<file path="src/rtl/lock_seq_ctrl.sv">
// Two-button combination lock sequencer: shifts in digits, compares against PASSWORD,
// then opens or counts a failure. Optional entry timeout: define LOCK_ENTRY_TIMEOUT_EN.
module lock_seq_ctrl #(
    parameter int              PW_LEN      = 7,
    parameter logic [PW_LEN-1:0] PASSWORD  = 7'b0110110,
    parameter int              MAX_FAIL    = 3,
    parameter int              UNLOCK_CYC  = 500,
    parameter int              LOCKOUT_CYC = 1000,
    parameter int              TIMEOUT_CYC = 2000
) (
    input  logic              clk,
    input  logic              reset,
    input  logic              b0_in,
    input  logic              b1_in,
    output logic [PW_LEN-1:0] entry,
    output logic [3:0]        entry_cnt,
    output logic [3:0]        fail_cnt,
    output logic [1:0]        state,
    output logic              unlock,
    output logic              locked_out
);

    localparam int BASE_CYC = (UNLOCK_CYC > LOCKOUT_CYC) ? UNLOCK_CYC : LOCKOUT_CYC;
`ifdef LOCK_ENTRY_TIMEOUT_EN
    localparam int MAX_CYC  = (TIMEOUT_CYC > BASE_CYC) ? TIMEOUT_CYC : BASE_CYC;
`else
    localparam int MAX_CYC  = BASE_CYC;
`endif
    localparam int CNT_W    = (MAX_CYC > 1) ? $clog2(MAX_CYC) : 1;

    typedef enum logic [1:0] {ST_IDLE, ST_ENTRY, ST_OPEN, ST_LOCKOUT} state_t;

    state_t              state_q, state_d;
    logic [PW_LEN-1:0]   entry_q, entry_d;
    logic [3:0]          entry_cnt_q, entry_cnt_d;
    logic [3:0]          fail_cnt_q, fail_cnt_d;
    logic [CNT_W-1:0]    timer_q, timer_d;
    logic                unlock_q, unlock_d;
    logic                locked_out_q, locked_out_d;

    logic                digit, abort;
    logic [PW_LEN-1:0]   new_entry;
    logic [3:0]          new_cnt;
    logic [3:0]          fail_inc;

    assign digit = b0_in ^ b1_in;
    assign abort = b0_in & b1_in;

    // Timers are loaded with N-1 so the holding state lasts exactly N cycles.
    always_ff @(posedge clk or posedge reset) begin
        if (reset) begin
            state_q      <= ST_IDLE;
            entry_q      <= '0;
            entry_cnt_q  <= '0;
            fail_cnt_q   <= '0;
            timer_q      <= '0;
            unlock_q     <= 1'b0;
            locked_out_q <= 1'b0;
        end else begin
            state_q      <= state_d;
            entry_q      <= entry_d;
            entry_cnt_q  <= entry_cnt_d;
            fail_cnt_q   <= fail_cnt_d;
            timer_q      <= timer_d;
            unlock_q     <= unlock_d;
            locked_out_q <= locked_out_d;
        end
    end

    always_comb begin
        state_d     = state_q;
        entry_d     = entry_q;
        entry_cnt_d = entry_cnt_q;
        fail_cnt_d  = fail_cnt_q;
        timer_d     = timer_q;

        // In IDLE the register restarts from zero, which also covers PW_LEN == 1.
        new_entry = ((state_q == ST_IDLE) ? '0 : (entry_q << 1)) | PW_LEN'(b1_in);
        new_cnt   = (state_q == ST_IDLE) ? 4'd1 : entry_cnt_q + 4'd1;
        fail_inc  = (fail_cnt_q >= 4'(MAX_FAIL)) ? fail_cnt_q : fail_cnt_q + 4'd1;

        case (state_q)
            ST_IDLE, ST_ENTRY: begin
                if (abort) begin
                    entry_d     = '0;
                    entry_cnt_d = '0;
                    state_d     = ST_IDLE;
                end else if (digit) begin
                    if (new_cnt == 4'(PW_LEN)) begin
                        entry_d     = '0;
                        entry_cnt_d = '0;
                        if (new_entry == PASSWORD) begin
                            state_d    = ST_OPEN;
                            fail_cnt_d = '0;
                            timer_d    = CNT_W'(UNLOCK_CYC - 1);
                        end else begin
                            fail_cnt_d = fail_inc;
                            if (fail_inc == 4'(MAX_FAIL)) begin
                                state_d = ST_LOCKOUT;
                                timer_d = CNT_W'(LOCKOUT_CYC - 1);
                            end else begin
                                state_d = ST_IDLE;
                            end
                        end
                    end else begin
                        entry_d     = new_entry;
                        entry_cnt_d = new_cnt;
                        state_d     = ST_ENTRY;
`ifdef LOCK_ENTRY_TIMEOUT_EN
                        timer_d     = CNT_W'(TIMEOUT_CYC - 1);
`endif
                    end
                end
`ifdef LOCK_ENTRY_TIMEOUT_EN
                else if (state_q == ST_ENTRY) begin
                    if (timer_q == '0) begin
                        entry_d     = '0;
                        entry_cnt_d = '0;
                        state_d     = ST_IDLE;
                    end else begin
                        timer_d = timer_q - CNT_W'(1);
                    end
                end
`endif
            end
            ST_OPEN: begin
                if (timer_q == '0) state_d = ST_IDLE;
                else               timer_d = timer_q - CNT_W'(1);
            end
            ST_LOCKOUT: begin
                if (timer_q == '0) begin
                    state_d    = ST_IDLE;
                    fail_cnt_d = '0;
                end else begin
                    timer_d = timer_q - CNT_W'(1);
                end
            end
            default: state_d = ST_IDLE;
        endcase
    end

    always_comb begin
        unlock_d     = (state_d == ST_OPEN);
        locked_out_d = (state_d == ST_LOCKOUT);
    end

    assign entry      = entry_q;
    assign entry_cnt  = entry_cnt_q;
    assign fail_cnt   = fail_cnt_q;
    assign state      = state_q;
    assign unlock     = unlock_q;
    assign locked_out = locked_out_q;

endmodule

</file>
<file path="config.mk">
export PLATFORM = sky130hd
export DESIGN_NAME = lock_seq_ctrl
export DESIGN_NICKNAME = d
export VERILOG_FILES = /design/src/rtl/lock_seq_ctrl.sv
export SDC_FILE = /design/constraint.sdc
export NUM_CORES = 1
export LEC_CHECK = 0
export ABC_AREA = 1
export BUFFER_PORTS_ARGS = -buffer_cell sky130_fd_sc_hd__buf_2
export CAP_MARGIN = 20
export CORE_ASPECT_RATIO = 1.1
export CORE_MARGIN = 10
export CORE_UTILIZATION = 26
export DETAILED_ROUTE_END_ITERATION = 16
export PLACE_DENSITY_LB_ADDON = 0.3
export SLEW_MARGIN = 20
export SYNTH_ARGS = -nofsm -noshare
export SYNTH_HDL_FRONTEND = slang
export SYNTH_SLANG_ARGS = --single-unit
</file>
<file path="constraint.sdc">
create_clock -name clk -period 1.7 [get_ports clk]
set_input_delay 0.17 -clock clk [delete_from_list [all_inputs] [get_ports clk]]
set_output_delay 0.17 -clock clk [all_outputs]
set_load 0.005 [all_outputs]
</file>
==> results of run 1 <==
critical path: cells and delay by family, from the launching register on:
kind / cells / cell delay (ps)
buffers and inverters: 3 / 440
and+or+nand+nor: 8 / 650
DFF: 1 / 410
cells in the mapped netlist:
master     n
buf_2      2
nor3_1     2
nand3_2    1
inv_1     36
or2_2      1
o21ai_1    1
a21oi_1    4
o22ai_1    5
nand3_1   27
buf_4      1
o21ai_0   12
nand3b_1   1
o32ai_1    1
dfrtp_1   29
nand2_2    1
nor2_2     1
nand2_1   71
o31a_1     1
ha_1       5
inv_2      1
nand4_1    6
o21ai_2    1
clkbuf_1   1
nor2_1    20
state kept, by name, summed over array words and instances (netlist names):
name,flops
entry,7
entry_cnt,4
fail_cnt,4
locked_out,1
state,2
timer_q,10
unlock,1
area by class of cell:
type / instances / area [um2]
fill: 658 / 3910
tap: 80 / 100
sequential: 29 / 726
timing repair buffer: 48 / 319
multi-input combinational: 161 / 861
clock buffer: 7 / 96.3
inverter: 37 / 139
clock inverter: 1 / 5.00
power by group through the flow:
| stage | clock (mW) | sequential, mW | combinational, mW |
|---|---|---|---|
| finish | 0.636 | 0.711 | 0.0799 |
| global route | 0.701 | 0.712 | 0.0912 |
| CTS | 0.652 | 0.710 | 0.0765 |
| detailed placement | 0 | 0.723 | 0.0744 |
| global placement | 0 | 0.723 | 0.0742 |
| floorplan | 0 | 0.724 | 0.0388 |
timing repair:
item,4_1_cts,5_1_grt
gates resized for setup,0,33
setup buffers,0,5
endpoints found under the setup margin,0,24
hold buffers,1,0
hold endpoints to repair,29,0
through the flow:
step / power, mW / cells / hold slack, ps / setup TNS [ps]
5_1_grt: 1.50 / 363 / 220 / -192
6_report: 1.43 / 363 / 238 / 0
4_1_cts: 1.44 / 358 / 223 / 0
3_5_place_dp: 0.798 / 349 / 279 / 0
3_3_place_gp: 0.797 / 349 / 270 / 0
2_1_floorplan: 0.763 / 231 / 248 / 0
logic make-up after synthesis:
logic type	Yosys count	share of synthesized area
and+or+nand+nor	131	0.339
buffers and inverters	41	0.0970
DFF	29	0.439
AOI/OAI and AO/OA	25	0.0864
adders and majority gates	5	0.0379
path summary, 6_finish.rpt:
path	start	endpoint	slack, ps	cells past startpoint
worst max register to register	entry_cnt[1]	timer_q[4]	70	11
min in group asynchronous	reset	timer_q[9]	500	4
worst min-delay path	b1_in	entry[0]	240	3
max in group asynchronous	reset	fail_cnt[3]	910	4
worst max-delay path	entry_cnt[1]	timer_q[4]	70	11
worst min register to register	entry[6]	entry[6]	540	2
routing by layer:
metal | GRT usage | share of wire
met1 | 0.105 | 0.42
met2 | 0.144 | 0.51
met3 | 0.0310 | 0.059
met4 | 0.0316 | 0.015
met5 | 0 | 0
cell usage in the layout (no fill, tap or decap), types with 5 or more instances in the layout:
cell	n
dfrtp_1	29
nand2_2	16
o21ai_0	11
inv_1	35
nand3_1	23
buf_4	22
nand4_1	6
o22ai_1	5
clkbuf_8	7
nor2_1	17
nand2_1	56
buf_2	22
nand3_2	5
==> results.yml, run 1 <==
detailed_routing:
  antenna_left: 0
  dr.first_iter.drc_count: 71
  route.detailed.drc: 0
  post_drt_wl_per_cell_um: 11.9
  num_vias: 1655
  routed_via_density: 4.56
  wl_mm: 4.31
  first_pass_iters: 4
final_layout:
  post-route-cell-area_um2: 2250
  fin_util: 0.365
  drive_above_1_share: 0.307
  num-nets-final: 291
  diodes: 0
  area_growth_pct: 36.0
pwr:
  vdd_drop_max_v: 0.000267
  combPwrFrac: 0.056
  power_leakage_nw: 1.18
  internal-power_mw: 1.10
  p_clk_frac: 0.446
  switchingPower_mw: 0.329
  seqPwrFrac: 0.498
  switching_share: 0.230
  pwr_density_cell_nw_per_um2: 635
clocking:
  cts_buffers: 5
  clk_latency_ps: 290
  htreeDepth: 2
  clock_path_buffers: 2
  cts_tree: "done"
  cts.sinks: 29
  path_clk_slew_ps: 70
  cts-root-buf: "clkbuf_8"
floorplanning:
  die_w_um: 96.0
  fp.coreArea_um2: 6160
  die_h_um: 104
  std_cell_rows: 30
  start_util: 0.268
  dieArea_um2: 9940
  io_pins: 23
sta:
  finalHoldViolations: 0
  drv_slew: 0
  setup_viol: 0
  max-slew-margin-rel: 0.743
  rsz0062_at_grt: "yes"
  clock_skew_ps: 11.0
  worst_slew_pin_slew_ps: 386
  fin_crit_ps: 1630
  layout_setup_ws_ps: 73.1
  min_period_over_period: 0.957
  fmax_mhz: 615
grt:
  grt_pass1_vias: 1552
  grt_pass1_wl_mm: 7.25
  overflow: 0
  antenna_found_initial: 0
  gr-usage-all-layers: 0.0892
  grt_max_degree: 30
setup_path:
  crit_path_top_delay_cell: "dfrtp_1"
  slowest_delay_ps: 410
  startpoint_type: "flip-flop"
  crit_arrival_ps: 1800
  cp-end-kind: "flip-flop"
  required_ps: 1870
  worst-setup-path-type: "flip-flop to flip-flop"
  worstPathCellList: "buf_4 -> buf_4 -> nand3_1 -> nand2_1 -> nand2_2 -> nand3_2 -> nor2_2 -> nand2_2 -> buf_4 -> nand3_1 -> nand2_2"
  crit_fanout: 5
yosys:
  yosysWarnings: 0
  ys_seq_elements: 29
  ys_types: 24
  avgSynthCellArea_um2: 7.15
  synth.area.top_cells: "dfrtp_1, nand2_1, inv_1"
  yosysTopAreaCell: "dfrtp_1"
  syn-num-nets: 240
  yosysTopAreaCellShare: 0.439
  ys_seq_area_frac: 0.439
  syn_area_um2: 1650
  syn_inst: 231
placement:
  place_ws_ps: 21.6
  post_dp_cell_area_um2: 1990
  dp_hpwl_mm: 3.17
  gp_congestion: 0.809
  io_buffers: 22
hold_path:
  hold_class: "input pin to flip-flop"
status:
  status: "finished, final reports clean"
flow_run:
  max-cap-violations: 0
(Power assumes the default switching activity.)
==> inputs of run 2 (changes only) <==
- ABC_AREA: 1 -> 0
- CORE_MARGIN: 10 -> not set
==> run 2 against run 1 <==
  * The flow now finishes with violations (negative setup slack)
  * Critical path depth decreased by 3
  * Die area down 37%
  * First-iteration DRC count decreased by 55%
  * Routed wire length shrank 6.8%
  * Combinational power shrank 7.9%
  * Clock power decreased by 15%
  * Count of clock-buffer cells in the layout grew 1
  * Register-to-register slack got worse by 390 ps
  * Global-route usage rose by 4.5 points
  * Sequential power is 2% lower
  * Setup slack worse by 390 ps
  * Synthesized area fell by 5.8%
  * Highest routed layer unchanged
==> results.yml, run 2 <==
status:
  status: "finished with violations"
  violations: "negative setup slack"
yosys:
  ys.flop_type: "dfrtp_1"
  synth_top_family_by_area: "simple AND/OR/NAND/NOR gates"
  synth_compound_area_frac: 0.173
  ys_types: 46
  syn_area_um2: 1560
  synthMuxAreaShare: 0.00965
  synthTopCellsByCount: "dfrtp_1, nand2_1"
  syn-num-nets: 158
  avgSynthCellArea_um2: 10.4
  yosysTopAreaCellShare: 0.466
  ys_seq_area_frac: 0.466
  synthAdderAreaFrac: 0.0402
  yosysTopAreaCell: "dfrtp_1"
  synthXorXnorAreaFrac: 0.0281
  yosysMostFrequentCell: "dfrtp_1"
  synth.area.top_cells: "dfrtp_1, ha_1, a22o_1"
  ys_seq_elements: 29
  yosysWarnings: 0
  async_reset_ff_frac: 1.00
  synth_edf_count: 0
  syn_inst: 149
  synthSimpleGateAreaFrac: 0.245
setup_path:
  crit_path_top_delay_cell: "or4b_4"
  slowest_delay_ps: 500
  timing.rr.start: "timer_q[1]"
  r2r_cells: 8
  r2r-end: "timer_q[3]"
  cp-end-kind: "flip-flop"
  crit_arrival_ps: 2180
  r2r_setup_slack_ps: -320
  required_ps: 1860
  worst-setup-path-type: "flip-flop to flip-flop"
  worstPathCellList: "inv_2 -> ha_4 -> or4b_4 -> o31ai_4 -> buf_12 -> nor4_2 -> xor2_1 -> and2_1"
  startpoint: "timer_q[1]"
  endpoint: "timer_q[3]"
  startpoint_type: "flip-flop"
  crit_fanout: 7
placement:
  gp_congestion: 0.794
  placed_cells: 282
  io_buffers: 22
  dp_hpwl_mm: 2.81
detailed_routing:
  routed_via_density: 4.77
  wl_met2_mm: 1.97
  first_pass_iters: 4
  top_layer: "met4"
  route.detailed.drc: 0
  post_drt_wl_per_cell_um: 13.5
  met3_length_um: 126
  wl_met1_mm: 1.85
  num_vias: 1420
  dr.first_iter.drc_count: 32
  antenna_left: 0
  wl_mm: 4.02
sta:
  min_period_over_period: 1.19
  setup_viol: 28
  finalHoldViolations: 0
  clock_skew_ps: 7.32
  fin_crit_ps: 2020
  holdWs_ps: 290
  drv_slew: 0
  fmax_mhz: 496
  worst_slew_pin_slew_ps: 417
  max-slew-margin-rel: 0.722
  rsz0062_at_grt: "yes"
  layout_setup_ws_ps: -316
clocking:
  cts.sinks: 29
  cts-root-buf: "clkbuf_8"
  path_clk_slew_ps: 60
  cts_tree: "done"
  clock_path_buffers: 2
  clk_latency_ps: 280
  cts_buffers: 5
  htreeDepth: 2
final_layout:
  fillers: 586
  stdcell_count: 298
  final_cell_mix: "buf_4, dfrtp_1, buf_2"
  layout_commonest_cell: "buf_4"
  diodes: 0
  area_growth_pct: 53.1
  drive_above_1_share: 0.507
  largest_register_ffs: 10
  num-nets-final: 229
  largest-register: "timer_q"
floorplanning:
  fp.coreArea_um2: 5770
  dieArea_um2: 6300
  start_util: 0.270
  die_w_um: 75.8
  die_h_um: 83.2
  std_cell_rows: 29
  io_pins: 23
pwr:
  pwr_density_cell_nw_per_um2: 550
  fin_total_pwr_mw: 1.31
  vdd_drop_max_v: 0.000361
  power_leakage_nw: 1.03
grt:
  overflow: 0
  grt_max_degree: 30
  antenna_found_initial: 0
  grt_pass1_vias: 1373
  grt_pass1_wl_mm: 6.42
  gr-usage-all-layers: 0.134
hold_path:
  hold_class: "input pin to flip-flop"
flow_run:
  max-cap-violations: 0
-- run 2: cell types whose count changed after synthesis, sizes merged, moves of 4 or more --
cell / before / now
nor3: 2 / 6
xnor2: 0 / 4
nor2b: 0 / 4
a22o: 0 / 7
nor4: 0 / 4
nand3: 28 / 3
nand2: 72 / 15
nor2: 21 / 9
nand4: 6 / 1
inv: 37 / 7
o21ai: 14 / 8
o22ai: 5 / 1
-- run 2: where the power goes --
| group | total [mW] | switching [mW] | internal (mW) | leakage [nW] |
|---|---|---|---|---|
| Sequential | 0.699 | 0.00361 | 0.696 | 0.352 |
| Combinational | 0.0736 | 0.0396 | 0.0340 | 0.634 |
| Clock | 0.538 | 0.248 | 0.290 | 0.0395 |
| Total | 1.31 | 0.291 | 1.02 | 1.03 |
-- run 2: cell type report --
| class | count | area, um2 | share of cell area |
|---|---|---|---|
| Inverter | 7 | 26.3 | 0.0110 |
| Sequential cell | 29 | 726 | 0.305 |
| Tap cell | 77 | 96.3 | 0.0404 |
| Clock buffer | 8 | 80.1 | 0.0336 |
| Multi-Input combinational cell | 107 | 953 | 0.400 |
| Timing Repair Buffer | 70 | 500 | 0.210 |
-- run 2: metal layers --
| layer | GRT usage | vias to the layer above |
|---|---|---|
| met2 | 0.208 | 24 |
| met4 | 0.0572 | 0 |
| met3 | 0.0352 | 9 |
| met5 | 0 | - |
| met1 | 0.172 | 693 |
| li1 | - | 694 |
-- run 2: worst min path at each step --
stage	slack [ps]	from	to	depth (start not counted)
after global routing	310	b1_in	entry[0]	4
after global placement	270	reset	entry[2]	3
after CTS	270	b1_in	entry[0]	4
after detailed placement	270	reset	entry[2]	3
after floorplan	250	reset	entry[0]	1
final	290	b1_in	entry[0]	4
-- run 2: worst max-delay path: cells and delay by family, from the launching register on --
family          cells  cell delay, ps
flops               1             400
simple gates        3             710
compound gates      1             250
fa+ha+maj           1             130
xor+xnor            1             130
buf+inv             2             260
-- run 2: timing repair --
action                     in CTS  in global routing
hold buffers                    1                  0
resized for setup              13                 12
setup buffers                   4                  5
pin swaps                       5                  5
hold endpoints to repair       29                  0
setup endpoints to repair      28                 29
-- run 2: logic make-up after synthesis --
family,after synthesis
mux,1
fa+ha+maj,5
simple gates,63
flops,29
buf+inv,13
compound gates,33
xor+xnor,5
-- run 2: per-stage QoR --
step	cell area (um2)	setup TNS, ps	worst slack, ps	util
2_1_floorplan	1630	-3370	-272	-
3_3_place_gp	2110	-5720	-381	0.365
3_5_place_dp	2110	-5850	-380	0.365
5_1_grt	2380	-7120	-351	0.413
6_report	2380	-5410	-316	0.413
4_1_cts	2290	-4890	-314	0.397
==> inputs of run 3 (changes only) <==
- clock period: 1.7 -> 2.2 ns (I/O delays scaled with it)
==> run 3 against run 2 <==
  * The run now ends clean
  * Global-route usage shrank 1.7 points
  * Highest routed layer unchanged
  * Routed wire length shrank 14%
  * Largest cell class unchanged
  * Count of clock-buffer cells in the layout shrank 1
==> results.yml, run 3 (synthesis gave the netlist of run 2 again) <==
status:
  status: "finished, final reports clean"
flow_run:
  max-cap-violations: 0
clocking:
  htreeDepth: 2
  cts.sinks: 29
  cts-root-buf: "clkbuf_8"
  cts_buffers: 5
  clock_path_buffers: 2
  clk_latency_ps: 280
  path_clk_slew_ps: 60
  cts_setup_buffers: 0
  post_cts_resized: 0
  cts_tree: "done"
  cts_hold_buf: 0
placement:
  dp_hpwl_mm: 2.53
  io_buffers: 22
  post_dp_cell_area_um2: 1860
  gp_congestion: 0.736
  place_ws_ps: 16.4
  placed_cells: 257
sta:
  fmax_mhz: 476
  clock_skew_ps: 6.51
  fin_tns_setup_ps: 0
  holdWs_ps: 1.41
  layout_setup_ws_ps: 99.5
  setup_viol: 0
  max-slew-margin-rel: 0.698
  worst_slew_pin_slew_ps: 453
  finalHoldViolations: 0
  fin_crit_ps: 2100
  min_period_over_period: 0.955
  drv_slew: 0
final_layout:
  fin_util: 0.342
  drive_above_1_share: 0.340
  num-nets-final: 196
  largest-register: "timer_q"
  area_growth_pct: 26.7
  layout_commonest_cell: "dfrtp_1"
  fillers: 578
  diodes: 0
  post-route-cell-area_um2: 1970
  largest_register_ffs: 10
  stdcell_count: 265
  final_cell_mix: "dfrtp_1, buf_2, nand2_1, buf_4"
detailed_routing:
  wl_mm: 3.46
  dr.first_iter.drc_count: 44
  route.detailed.drc: 0
  first_pass_iters: 4
  post_drt_wl_per_cell_um: 13.1
  num_vias: 1262
  antenna_left: 0
  routed_via_density: 4.76
pwr:
  combPwrFrac: 0.040
  switching_share: 0.212
  vdd_drop_max_v: 0.000237
  p_clk_frac: 0.451
  internal-power_mw: 0.838
  seqPwrFrac: 0.509
  pwr_density_cell_nw_per_um2: 539
  switchingPower_mw: 0.226
  power_leakage_nw: 0.865
  fin_total_pwr_mw: 1.06
setup_path:
  crit_arrival_ps: 2260
  r2r_setup_slack_ps: 100
  cp-end-kind: "flip-flop"
  crit_fanout: 11
  worst-setup-path-type: "flip-flop to flip-flop"
  r2r-end: "timer_q[3]"
  required_ps: 2360
  r2r_cells: 8
  startpoint_type: "flip-flop"
  timing.rr.start: "timer_q[1]"
floorplanning:
  std_cell_rows: 29
  io_pins: 23
  die_w_um: 75.8
  die_h_um: 83.2
  fp.coreArea_um2: 5770
  start_util: 0.270
  dieArea_um2: 6300
grt:
  overflow: 0
  antenna_found_initial: 0
  grt_pass1_vias: 1226
  gr-usage-all-layers: 0.117
  grt_max_degree: 30
  grt_pass1_wl_mm: 5.54
hold_path:
  hold_class: "input pin to async pin"
-- run 3: power groups by stage --
| stage | logic, mW | registers (mW) | clock network, mW |
|---|---|---|---|
| floorplan | 0.0218 | 0.551 | 0 |
| global placement | 0.0443 | 0.551 | 0 |
| detailed placement | 0.0443 | 0.551 | 0 |
| CTS | 0.0444 | 0.541 | 0.502 |
| global route | 0.0491 | 0.541 | 0.527 |
| finish | 0.0428 | 0.541 | 0.480 |
-- run 3: metal layers --
metal | part of all wire | vias up | global-route usage
met4 | 0.016 | 0 | 0.0455
li1 | - | 622 | -
met5 | 0 | - | 0
met3 | 0.045 | 6 | 0.0437
met2 | 0.48 | 21 | 0.187
met1 | 0.45 | 613 | 0.139
-- run 3: critical path, cell delays in order (launching register included) --
cell and delay, ps:
dfrtp_1 380, inv_1 90, ha_1 190, or4b_4 520
o31ai_4 270, buf_12 160, nor4_1 50, xor2_1 140
and2_1 180
-- run 3: worst max path at each step --
stage	start	end	depth (start not counted)
after floorplan	entry_cnt[0]	timer_q[4]	7
after global placement	timer_q[0]	fail_cnt[3]	8
after detailed placement	timer_q[1]	fail_cnt[2]	8
after CTS	timer_q[1]	fail_cnt[2]	8
after global routing	timer_q[1]	timer_q[3]	8
final	timer_q[1]	timer_q[3]	8
-- run 3: area by class of cell --
type / count / area, um2 / area share
clock buffer: 7 / 96.3 / 0.0489
clock inverter: 1 / 5.00 / 0.00254
inverter: 7 / 26.3 / 0.0133
multi-input combinational: 107 / 787 / 0.399
sequential: 29 / 726 / 0.368
tap: 77 / 96.3 / 0.0489
timing repair buffer: 37 / 235 / 0.119
